### src/rtl/connect4_pkg.sv
// Shared Connect-4 definitions: board geometry defaults, cell encoding and
// the move-arbiter FSM state encoding.
package connect4_pkg;

  localparam int unsigned ROWS_DEF = 6;
  localparam int unsigned COLS_DEF = 7;

  // Two-bit board cell contents.
  typedef enum logic [1:0] {
    EMPTY = 2'b00,
    P1    = 2'b01,
    P2    = 2'b10
  } cell_e;

  typedef enum logic [1:0] {
    IDLE   = 2'b00,
    SCAN   = 2'b01,
    WRITE  = 2'b10,
    REJECT = 2'b11
  } state_e;

endpackage

### src/rtl/move_arbiter.sv
// move_arbiter: accepts a move from the player on turn (or a random timeout
// move), scans the chosen column bottom-up for the first empty cell, and
// writes the player's token there.
//
// Ports:
//   clk, rst                 clock, synchronous active-high reset
//   current_player           0 = FPGA, 1 = Arduino
//   req_fpga/col_fpga        FPGA move request and column
//   req_ard/col_ard          Arduino move request and column
//   time_out/rand_col        turn timer expiry and random column
//   game_over                blocks acceptance of new moves
//   rd_row/rd_col/rd_data    board read port (rd_data combinational)
//   wr_en/wr_row/wr_col/wr_data  board cell write
//   busy/move_done/move_invalid  status and result pulses
//
// Build option: CONNECT4_RANDOM_MOVE_EN enables timeout moves with column
// advance; without it time_out and rand_col are ignored.
module move_arbiter
  import connect4_pkg::*;
#(
  parameter int unsigned ROWS = ROWS_DEF,
  parameter int unsigned COLS = COLS_DEF
) (
  input  logic       clk,
  input  logic       rst,
  input  logic       current_player,
  input  logic       req_fpga,
  input  logic [2:0] col_fpga,
  input  logic       req_ard,
  input  logic [2:0] col_ard,
  input  logic       time_out,
  input  logic [2:0] rand_col,
  input  logic       game_over,
  output logic [2:0] rd_row,
  output logic [2:0] rd_col,
  input  logic [1:0] rd_data,
  output logic       wr_en,
  output logic [2:0] wr_row,
  output logic [2:0] wr_col,
  output logic [1:0] wr_data,
  output logic       busy,
  output logic       move_done,
  output logic       move_invalid
);

  localparam int unsigned RW = 3;
  localparam int unsigned CW = 3;

  state_e          state_q, state_d;
  logic [RW-1:0]   row_q, row_d;
  logic [CW-1:0]   col_q, col_d;
  logic            player_q, player_d;
  logic            accept;
  logic [CW-1:0]   acc_col;

`ifdef CONNECT4_RANDOM_MOVE_EN
  logic            timeout_q, timeout_d;
  logic [CW-1:0]   tries_q, tries_d;
`else
  logic            unused_rand;
  assign unused_rand = ^{time_out, rand_col};
`endif

  // State and datapath registers.
  always_ff @(posedge clk) begin
    if (rst) begin
      state_q  <= IDLE;
      row_q    <= '0;
      col_q    <= '0;
      player_q <= 1'b0;
`ifdef CONNECT4_RANDOM_MOVE_EN
      timeout_q <= 1'b0;
      tries_q   <= '0;
`endif
    end else begin
      state_q  <= state_d;
      row_q    <= row_d;
      col_q    <= col_d;
      player_q <= player_d;
`ifdef CONNECT4_RANDOM_MOVE_EN
      timeout_q <= timeout_d;
      tries_q   <= tries_d;
`endif
    end
  end

  // Next-state and datapath update.
  always_comb begin
    state_d  = state_q;
    row_d    = row_q;
    col_d    = col_q;
    player_d = player_q;
    accept   = 1'b0;
    acc_col  = '0;
`ifdef CONNECT4_RANDOM_MOVE_EN
    timeout_d = timeout_q;
    tries_d   = tries_q;
`endif
    case (state_q)
      IDLE: begin
        if (!game_over) begin
`ifdef CONNECT4_RANDOM_MOVE_EN
          timeout_d = 1'b0;
          if (time_out) begin
            accept    = 1'b1;
            acc_col   = rand_col;
            timeout_d = 1'b1;
          end else
`endif
          if (!current_player && req_fpga) begin
            accept  = 1'b1;
            acc_col = col_fpga;
          end else if (current_player && req_ard) begin
            accept  = 1'b1;
            acc_col = col_ard;
          end
        end
        if (accept) begin
          row_d    = '0;
          col_d    = acc_col;
          player_d = current_player;
`ifdef CONNECT4_RANDOM_MOVE_EN
          tries_d  = '0;
`endif
          state_d  = (32'(acc_col) >= COLS) ? REJECT : SCAN;
        end
      end
      SCAN: begin
        if (row_q == RW'(ROWS)) begin
          // Column full: player moves fail, timeout moves try the next column.
          state_d = REJECT;
`ifdef CONNECT4_RANDOM_MOVE_EN
          if (timeout_q && (tries_q != CW'(COLS - 1))) begin
            state_d = SCAN;
            row_d   = '0;
            tries_d = tries_q + CW'(1);
            col_d   = (col_q == CW'(COLS - 1)) ? '0 : col_q + CW'(1);
          end
`endif
        end else if (rd_data == EMPTY) begin
          state_d = WRITE;
        end else begin
          row_d = row_q + RW'(1);
        end
      end
      WRITE:   state_d = IDLE;
      REJECT:  state_d = IDLE;
      default: state_d = IDLE;
    endcase
  end

  // Moore output decode from registered state.
  always_comb begin
    busy         = (state_q != IDLE);
    rd_row       = '0;
    rd_col       = '0;
    wr_en        = 1'b0;
    wr_row       = '0;
    wr_col       = '0;
    wr_data      = EMPTY;
    move_done    = 1'b0;
    move_invalid = 1'b0;
    case (state_q)
      SCAN: begin
        rd_row = row_q;
        rd_col = col_q;
      end
      WRITE: begin
        wr_en     = 1'b1;
        move_done = 1'b1;
        wr_row    = row_q;
        wr_col    = col_q;
        wr_data   = player_q ? P2 : P1;
      end
      REJECT:  move_invalid = 1'b1;
      default: ;
    endcase
  end

endmodule
### config.mk
export PLATFORM = sky130hd
export DESIGN_NAME = move_arbiter
export DESIGN_NICKNAME = d
export VERILOG_FILES = /design/src/rtl/connect4_pkg.sv /design/src/rtl/move_arbiter.sv
export SDC_FILE = /design/constraint.sdc
export NUM_CORES = 1
export LEC_CHECK = 0
export CORE_ASPECT_RATIO = 1.4
export CORE_MARGIN = 2
export CORE_UTILIZATION = 34
export DETAILED_ROUTE_END_ITERATION = 7
export MAX_ROUTING_LAYER = met4
export PLACE_DENSITY = 0.7
export SKIP_LAST_GASP = 1
export SLEW_MARGIN = 20
export SYNTH_ARGS = -nofsm -noshare
export SYNTH_HDL_FRONTEND = slang
export SYNTH_SLANG_ARGS = --single-unit
### constraint.sdc
create_clock -name clk -period 1.4 [get_ports clk]
set_input_delay 0.28 -clock clk [delete_from_list [all_inputs] [get_ports clk]]
set_output_delay 0.28 -clock clk [all_outputs]
set_load 0.01 [all_outputs]
==> results of run 1 <==
-- worst reg2reg max path: stages (launching register included) --
cell and delay [ps]:
dfxtp_4 370, buf_6 130, or3_4 400, o22ai_4 190, mux2_4 310
-- what timing repair did --
item | 4_1_cts | 5_1_grt
gates cloned | 1 | 0
setup endpoints to repair | 24 | 21
gates resized for setup | 91 | 7
pin swaps | 9 | 2
-- cells in the mapped netlist, types with 2 or more instances --
| cell | count | area share |
|---|---|---|
| o21ai_0 | 5 | 0.037 |
| nor3_1 | 4 | 0.030 |
| inv_1 | 2 | 0.011 |
| and3b_1 | 2 | 0.026 |
| a21oi_1 | 4 | 0.030 |
| clkbuf_1 | 2 | 0.011 |
| dfxtp_1 | 9 | 0.27 |
| mux2_2 | 2 | 0.033 |
| nand2b_1 | 2 | 0.018 |
| nor2b_1 | 3 | 0.028 |
| nor2_1 | 3 | 0.017 |
| ha_1 | 2 | 0.037 |
| o211ai_1 | 2 | 0.022 |
| and3_1 | 2 | 0.018 |
| and2_1 | 13 | 0.12 |
-- cell families after synthesis --
logic type | count (synthesis) | synth area share
compound gates | 20 | 0.214
fa+ha+maj | 2 | 0.0369
buf+inv | 6 | 0.0406
flops | 9 | 0.266
mux | 4 | 0.0885
simple gates | 37 | 0.354
-- stage by stage --
stage | setup TNS (ps) | util
2_1_floorplan | 0 | -
3_3_place_gp | -5620 | 0.587
3_5_place_dp | -6080 | 0.587
4_1_cts | -1100 | 0.591
5_1_grt | -1650 | 0.608
6_report | -1020 | 0.608
-- where the power goes --
| part | internal [mW] | switching [mW] | leakage [nW] |
|---|---|---|---|
| combinational | 0.132 | 0.0943 | 0.454 |
| clock | 0.110 | 0.0999 | 0.0150 |
| sequential | 0.266 | 0.00932 | 0.0748 |
-- worst paths after layout --
check | start | endpoint | slack (ps) | depth (start not counted)
worst min register to register | col_q[2] | col_q[2] | 500 | 2
worst max-delay path | state_q[1] | row_q[1] | -100 | 4
worst min-delay path | req_ard | player_q | 390 | 3
worst max register to register | state_q[1] | row_q[1] | -100 | 4
-- flip-flops by register name (all words and copies together) (netlist names) --
register and cells:
col_q 3, player_q 1, row_q 3, state_q 2
-- final cells by class --
type	instances	area share
clock buffers	4	0.0225
well taps	21	0.0225
inverters	2	0.00642
flip-flops and latches	9	0.159
multi-input cells	64	0.452
repair buffers	49	0.337
-- metal layers --
metal / track usage / vias to the layer above / part of all wire
li1: - / 385 / -
met1: 0.169 / 375 / 0.37
met2: 0.375 / 28 / 0.56
met3: 0.0161 / 5 / 0.039
met4: 0.129 / 0 / 0.026
met5: - / - / 0
==> results_dict.tcl, run 1 <==
set metrics [dict create \
    cts_inserted_buffers 3 \
    dr.pass1.iters 3 \
    power_density_nw_per_um2 609 \
    yosysWarnings 0 \
    fin_crit_sh 1.07 \
    nets 149 \
    route.antenna.remaining_nets 0 \
    hold_violations 0 \
    drc 0 \
    crit_type "register to register" \
    rows 19 \
    grt_max_degree 8 \
    start_kind "register" \
    routabilityCongestion 0.765 \
    vias 793 \
    grt_first_pass_wirelength_mm 3.42 \
    via_per_inst 5.32 \
    cp_data_required_time_ps 1560 \
    syn_nets 98 \
    cts_htree_levels 1 \
    ys_seq_area_frac 0.266 \
    whs_ps 393 \
    drive_above_1_share 0.461 \
    p_leak_nw 0.544 \
    die_h_um 56.8 \
    status "finished with violations" \
    grt_util_all_layers 0.193 \
    post_synth_num_cell_types 36 \
    cts_buffer_depth 2 \
    grt_pass1_vias 820 \
    fin_ws_ps -96.5 \
    critPathMaxStageDelay_ps 400 \
    drt-initial-drc-count 7 \
    place_area_sq_um 1130 \
    final_area_sq_um 1170 \
    rsz0062_at_grt "true" \
    clk_pin_slew_ps 60 \
    diodes 0 \
    dpl.hpwl_mm 1.49 \
    holdCritPathClass "input port to register" \
    io_pins 36 \
    worstSetupEndpointType "register" \
    power_mw 0.713 \
    start_util 0.352 \
    dieArea_sq_um 2370 \
    cp_max_fo 5 \
    die_w_um 41.7 \
    cts_hold_buf 0 \
    period_needed_ps 1500 \
    setup_viol 17 \
    failed_checks "setup timing" \
    pre_cts_ws_ps -418 \
    max_clock_freq_ghz 0.668 \
    slew_violations 0 \
    slowest_stage "or3_4" \
    synthCells 78 \
    overflow 0 \
    drv_cap 0 \
    final_cell_mix "buf_2 (15), buf_4 (13), and2_1 (12)" \
    critPathTopFamily "simple AND/OR/NAND/NOR gates" \
    cts_setup_buffers 0 \
    seq_area_sq_um 186 \
    crit_arrival_ps 1660 \
    synth-seq-cells 9 \
    slew_headroom 0.773 \
    synth_edf_count 0 \
    syn2layout_area_growth_pct 72.5 \
    skew_ps 4.70 \
    ys_async_sr_fraction 0 \
    crit_chain "buf_6 > or3_4 > o22ai_4 > mux2_4" \
    portBuffers 31 \
    fillers 169 \
    multi_input_area_sq_um 529 \
    core-area_sq_um 1930 \
    cts_tree "built" \
    synth_ff_type "dfxtp_1" \
    dp_cells 144 \
    fin_cells 149 \
    synth_area_sq_um 678 \
    worst_slew_pin_slew_ps 340 \
    clock-sinks 9 \
    ctsRootBufferMaster "clkbuf_4" \
    ir_drop_v 0.000456 \
    final_common_cell "buf_2" \
    crit_buf_inv 1 \
    wl_mm 1.98 \
    wl_per_cell_um 13.3 \
    antenna_found_initial 0 \
    synth_area_per_cell_sq_um 8.69 \
    clk_latency_ps 270 \
]
(Power assumes the default switching activity.)
==> run 2: changes to the inputs <==
==> constraint.sdc (replaced) <==
create_clock -name clk -period 1.4 [get_ports clk]
set_input_delay 0.28 -clock clk [delete_from_list [all_inputs] [get_ports clk]]
set_output_delay 0.28 -clock clk [all_outputs]
set_load 0.1 [all_outputs]
==> run 2 against run 1 <==
Effect of this change: the flow still finishes with violations (setup timing); utilization grew 14 points; register-to-register slack better by 90 ps; largest power group is now combinational logic; non-clock buffer count unchanged; combinational power up 26%; sequential share of layout area down 2.7 points.
==> results_dict.tcl, run 2 (synthesis gave the netlist of run 1 again) <==
set metrics [dict create \
    status "finished with violations" \
    failed_checks "setup timing" \
    cts_htree_levels 1 \
    worstSetupEndpointType "output pin" \
    wl_per_cell_um 13.4 \
    max_clock_freq_ghz 0.647 \
    slew_headroom 0.756 \
    nets 149 \
    rsz0062_at_grt "true" \
    antenna_found_initial 0 \
    cts_tree "built" \
    syn2layout_area_growth_pct 112 \
    grt_first_pass_wirelength_mm 3.37 \
    grt_max_degree 12 \
    clk_latency_ps 270 \
    drc 0 \
    final_common_cell "buf_12" \
    skew_ps 2.30 \
    io_pins 36 \
    crit_arrival_ps 1270 \
    overflow 0 \
    start_kind "register" \
    clock-sinks 9 \
    grt_pass1_vias 803 \
    cts_buffer_depth 2 \
    dpl.hpwl_mm 1.54 \
    cp_data_required_time_ps 1120 \
    start_util 0.352 \
    place_area_sq_um 1330 \
    fin_ws_ps -146 \
    power_density_nw_per_um2 537 \
    ir_drop_v 0.000336 \
    holdCritPathClass "register to register" \
    hold_violations 0 \
    die_w_um 41.7 \
    clk_pin_slew_ps 60 \
    wl_mm 1.99 \
    ctsRootBufferMaster "clkbuf_4" \
    portBuffers 31 \
    worst_slew_pin_slew_ps 365 \
    vias 769 \
    layout_top_registers "col_q x3, row_q x3, state_q x2" \
    routabilityCongestion 0.748 \
    drv_cap 0 \
    dr.pass1.iters 3 \
    final_area_sq_um 1440 \
    final_cell_mix "buf_12 (18), buf_4 (16), clkdlybuf4s50_1 (10)" \
    diodes 0 \
    power_mw 0.773 \
    core-area_sq_um 1930 \
    cp_max_fo 6 \
    period_needed_ps 1550 \
    rows 19 \
    dieArea_sq_um 2370 \
    fin_crit_sh 1.10 \
    p_leak_nw 0.601 \
    cts_hold_buf 0 \
    slew_violations 0 \
    cts_inserted_buffers 3 \
    route.antenna.remaining_nets 0 \
    crit_type "register to output pin" \
    drt-initial-drc-count 13 \
    grt_util_all_layers 0.192 \
    setup_viol 18 \
    via_per_inst 5.16 \
    drive_above_1_share 0.555 \
    die_h_um 56.8 \
]
==> run 2: cell types whose count changed in the layout (fill, tap and decap cells not counted), sizes merged <==
cell	delta
dlymetal6s2s	+1
clkdlybuf4s50	-1
==> run 2: path summary, 6_finish.rpt <==
check	from	end	slack, ps	cells after the start
hold reg to reg	col_q[0]	col_q[0]	510	2
hold / removal	col_q[0]	col_q[0]	510	2
setup / recovery	state_q[0]	wr_col[1]	-150	3
setup reg to reg	state_q[1]	row_q[1]	-10	3
==> run 2: layer usage <==
layer	GRT usage	vias to the layer above	part of all wire
met4	0.138	0	0.020
met3	0.0161	4	0.031
met1	0.178	355	0.34
met5	-	-	0
li1	-	387	-
met2	0.355	23	0.61
==> run 2: critical path, stage by stage, from the launching register on <==
cell and delay [ps]:
dfxtp_4 370, and2b_2 290, and2_4 180, buf_12 170
==> run 2: where the power goes <==
group	total (mW)	leakage [nW]	switching, mW	internal [mW]
sequential	0.278	0.0756	0.0120	0.266
combinational	0.286	0.510	0.140	0.146
clock	0.209	0.0150	0.0989	0.110
==> run 2: what timing repair did <==
item | CTS | global route
gates cloned | 1 | 0
pin swaps | 1 | 2
setup endpoints to repair | 23 | 23
buffers inserted | 0 | 3
resized for setup | 20 | 7
==> run 2: final cells by class <==
type	count	area (sq um)
inverters	2	7.51
multi-input cells	64	552
repair buffers	49	637
flip-flops and latches	9	190
clock buffers	4	26.3
fillers	138	487
well taps	21	26.3
==> run 2: through the flow <==
stage | hold slack (ps) | TNS (ps) | setup slack, ps | std cells | utilization
6_report | 508 | -1890 | -146 | 149 | 0.747
5_1_grt | 554 | -2470 | -169 | 149 | 0.747
4_1_cts | 510 | -2170 | -148 | 146 | 0.724
3_5_place_dp | 498 | -2660 | -370 | 142 | 0.690
3_3_place_gp | 483 | -2360 | -342 | 142 | 0.690
2_1_floorplan | 441 | -1010 | -198 | 78 | -
==> run 3: changes to the inputs <==
CORE_ASPECT_RATIO = not set   (was 1.4)
CORE_UTILIZATION = 38   (was 34)
PLACE_DENSITY = 0.78   (was 0.7)
clock period = 1.5 ns   (was 1.4 ns; I/O delays follow)
==> run 3 against run 2 <==
Effect of this change: the run still ends with setup timing left; total power down 8.6%; sequential power fell by 7.2%; sequential cell count unchanged; final area decreased by 1.9%; non-clock buffer count is 2 lower; critical path type unchanged; largest cell class unchanged.
==> results_dict.tcl, run 3 (synthesis gave the netlist of run 1 again) <==
set metrics [dict create \
    cts_tree "built" \
    cts_hold_buf 0 \
    ctsRootBufferMaster "clkbuf_4" \
    rows 15 \
    portBuffers 31 \
    grt_max_degree 12 \
    fillers 84 \
    rsz0062_at_grt "true" \
    routabilityCongestion 0.816 \
    io_pins 36 \
    die_w_um 46.2 \
    via_per_inst 5.27 \
    dr.pass1.iters 4 \
    start_kind "register" \
    status "finished with violations" \
    cts_htree_levels 1 \
    cp_data_required_time_ps 1200 \
    place_area_sq_um 1330 \
    antenna_found_initial 0 \
    drive_above_1_share 0.508 \
    worst_slew_pin_slew_ps 387 \
    clk_latency_ps 260 \
    failed_checks "setup timing" \
    hold_violations 0 \
    clk_pin_slew_ps 60 \
    overflow 0 \
    pre_cts_ws_ps -322 \
    holdCritPathClass "register to register" \
    clock-sinks 9 \
    dieArea_sq_um 2140 \
    power_density_nw_per_um2 501 \
    seq_area_sq_um 188 \
    grt_util_all_layers 0.201 \
    final_cell_mix "buf_12 (18), buf_4 (14), and2_4 (12), clkdlybuf4s50_1 (12), dfxtp_1 (7)" \
    dp_cells 145 \
    cts_inserted_buffers 3 \
    crit_arrival_ps 1240 \
    final_area_sq_um 1410 \
    multi_input_area_sq_um 542 \
    syn2layout_area_growth_pct 108 \
    route.antenna.remaining_nets 0 \
    grt_first_pass_wirelength_mm 2.95 \
    worstSetupEndpointType "output pin" \
    dpl.hpwl_mm 1.49 \
    p_leak_nw 0.569 \
    cp_max_fo 6 \
    start_util 0.397 \
    ir_drop_v 0.000374 \
    nets 147 \
    wl_per_cell_um 12.6 \
    slew_violations 0 \
    vias 796 \
    layout_top_registers "col_q x3, row_q x3, state_q x2" \
    max_clock_freq_ghz 0.649 \
    drc 0 \
    fin_crit_sh 1.03 \
    wl_mm 1.90 \
    final_common_cell "buf_12" \
    fin_cells 151 \
    fin_ws_ps -41.5 \
    crit_type "register to output pin" \
    die_h_um 46.2 \
    slew_headroom 0.742 \
    core-area_sq_um 1710 \
    diodes 0 \
    setup_viol 13 \
    cts_buffer_depth 2 \
    period_needed_ps 1540 \
    grt_pass1_vias 746 \
    skew_ps 2.72 \
    drt-initial-drc-count 9 \
    drv_cap 0 \
]
run 3: changes by cell type in the layout (fill, tap and decap cells not counted), moves of 2 or more:
| cell | delta |
|---|---|
| and2_2 | -4 |
| and2_4 | +3 |
| buf_4 | -2 |
| clkdlybuf4s50_1 | +2 |
| dfxtp_1 | +2 |
| dfxtp_2 | -2 |
| dlymetal6s2s_1 | -2 |
run 3: cell type report:
cell class,count,share of cell area
Timing Repair Buffer,47,0.437
Clock buffer,4,0.0186
Tap cell,25,0.0222
Inverter,2,0.00532
Multi-Input combinational cell,64,0.384
Sequential cell,9,0.133
run 3: final timing paths:
path                   start         end  slack [ps]  cells after the start
setup / recovery  state_q[0]  wr_data[0]         -40                      3
hold / removal      col_q[2]    col_q[2]         510                      2
setup reg to reg    row_q[1]    row_q[0]          90                      5
hold reg to reg     col_q[2]    col_q[2]         510                      2
run 3: layer usage:
| metal | share of wire | track usage | wire (um) | vias up |
|---|---|---|---|---|
| met5 | 0 | - | 0 | - |
| met2 | 0.54 | 0.383 | 1030 | 37 |
| li1 | - | - | - | 386 |
| met3 | 0.058 | 0.0353 | 111 | 2 |
| met4 | 0.0037 | 0.0914 | 7 | 0 |
| met1 | 0.39 | 0.191 | 747 | 371 |
run 3: stage by stage:
step / hold WS [ps] / util / TNS (ps) / total power, mW
floorplan: 461 / - / -189 / 0.395
global placement: 485 / 0.779 / -1730 / 0.508
detailed placement: 495 / 0.779 / -2170 / 0.514
CTS: 510 / 0.819 / -579 / 0.711
global route: 541 / 0.826 / -1090 / 0.753
finish: 506 / 0.826 / -276 / 0.707
run 3: worst max-delay path, stage by stage, from the launching register on:
cell,delay (ps)
dfxtp_4,360
and2b_4,280
nor2b_4,160
buf_12,180
run 3: report_power, final:
| group | internal (mW) | leakage, nW | switching (mW) |
|---|---|---|---|
| Clock | 0.102 | 0.0150 | 0.0821 |
| Combinational | 0.134 | 0.479 | 0.130 |
| Sequential | 0.248 | 0.0746 | 0.0106 |
| Total | 0.484 | 0.569 | 0.223 |
run 3: repair_timing:
item / 4_1_cts / 5_1_grt
endpoints found under the setup margin: 22 / 16
cloned: 1 / 0
buffers inserted: 1 / 1
pin swaps: 4 / 0
gates resized for setup: 17 / 1
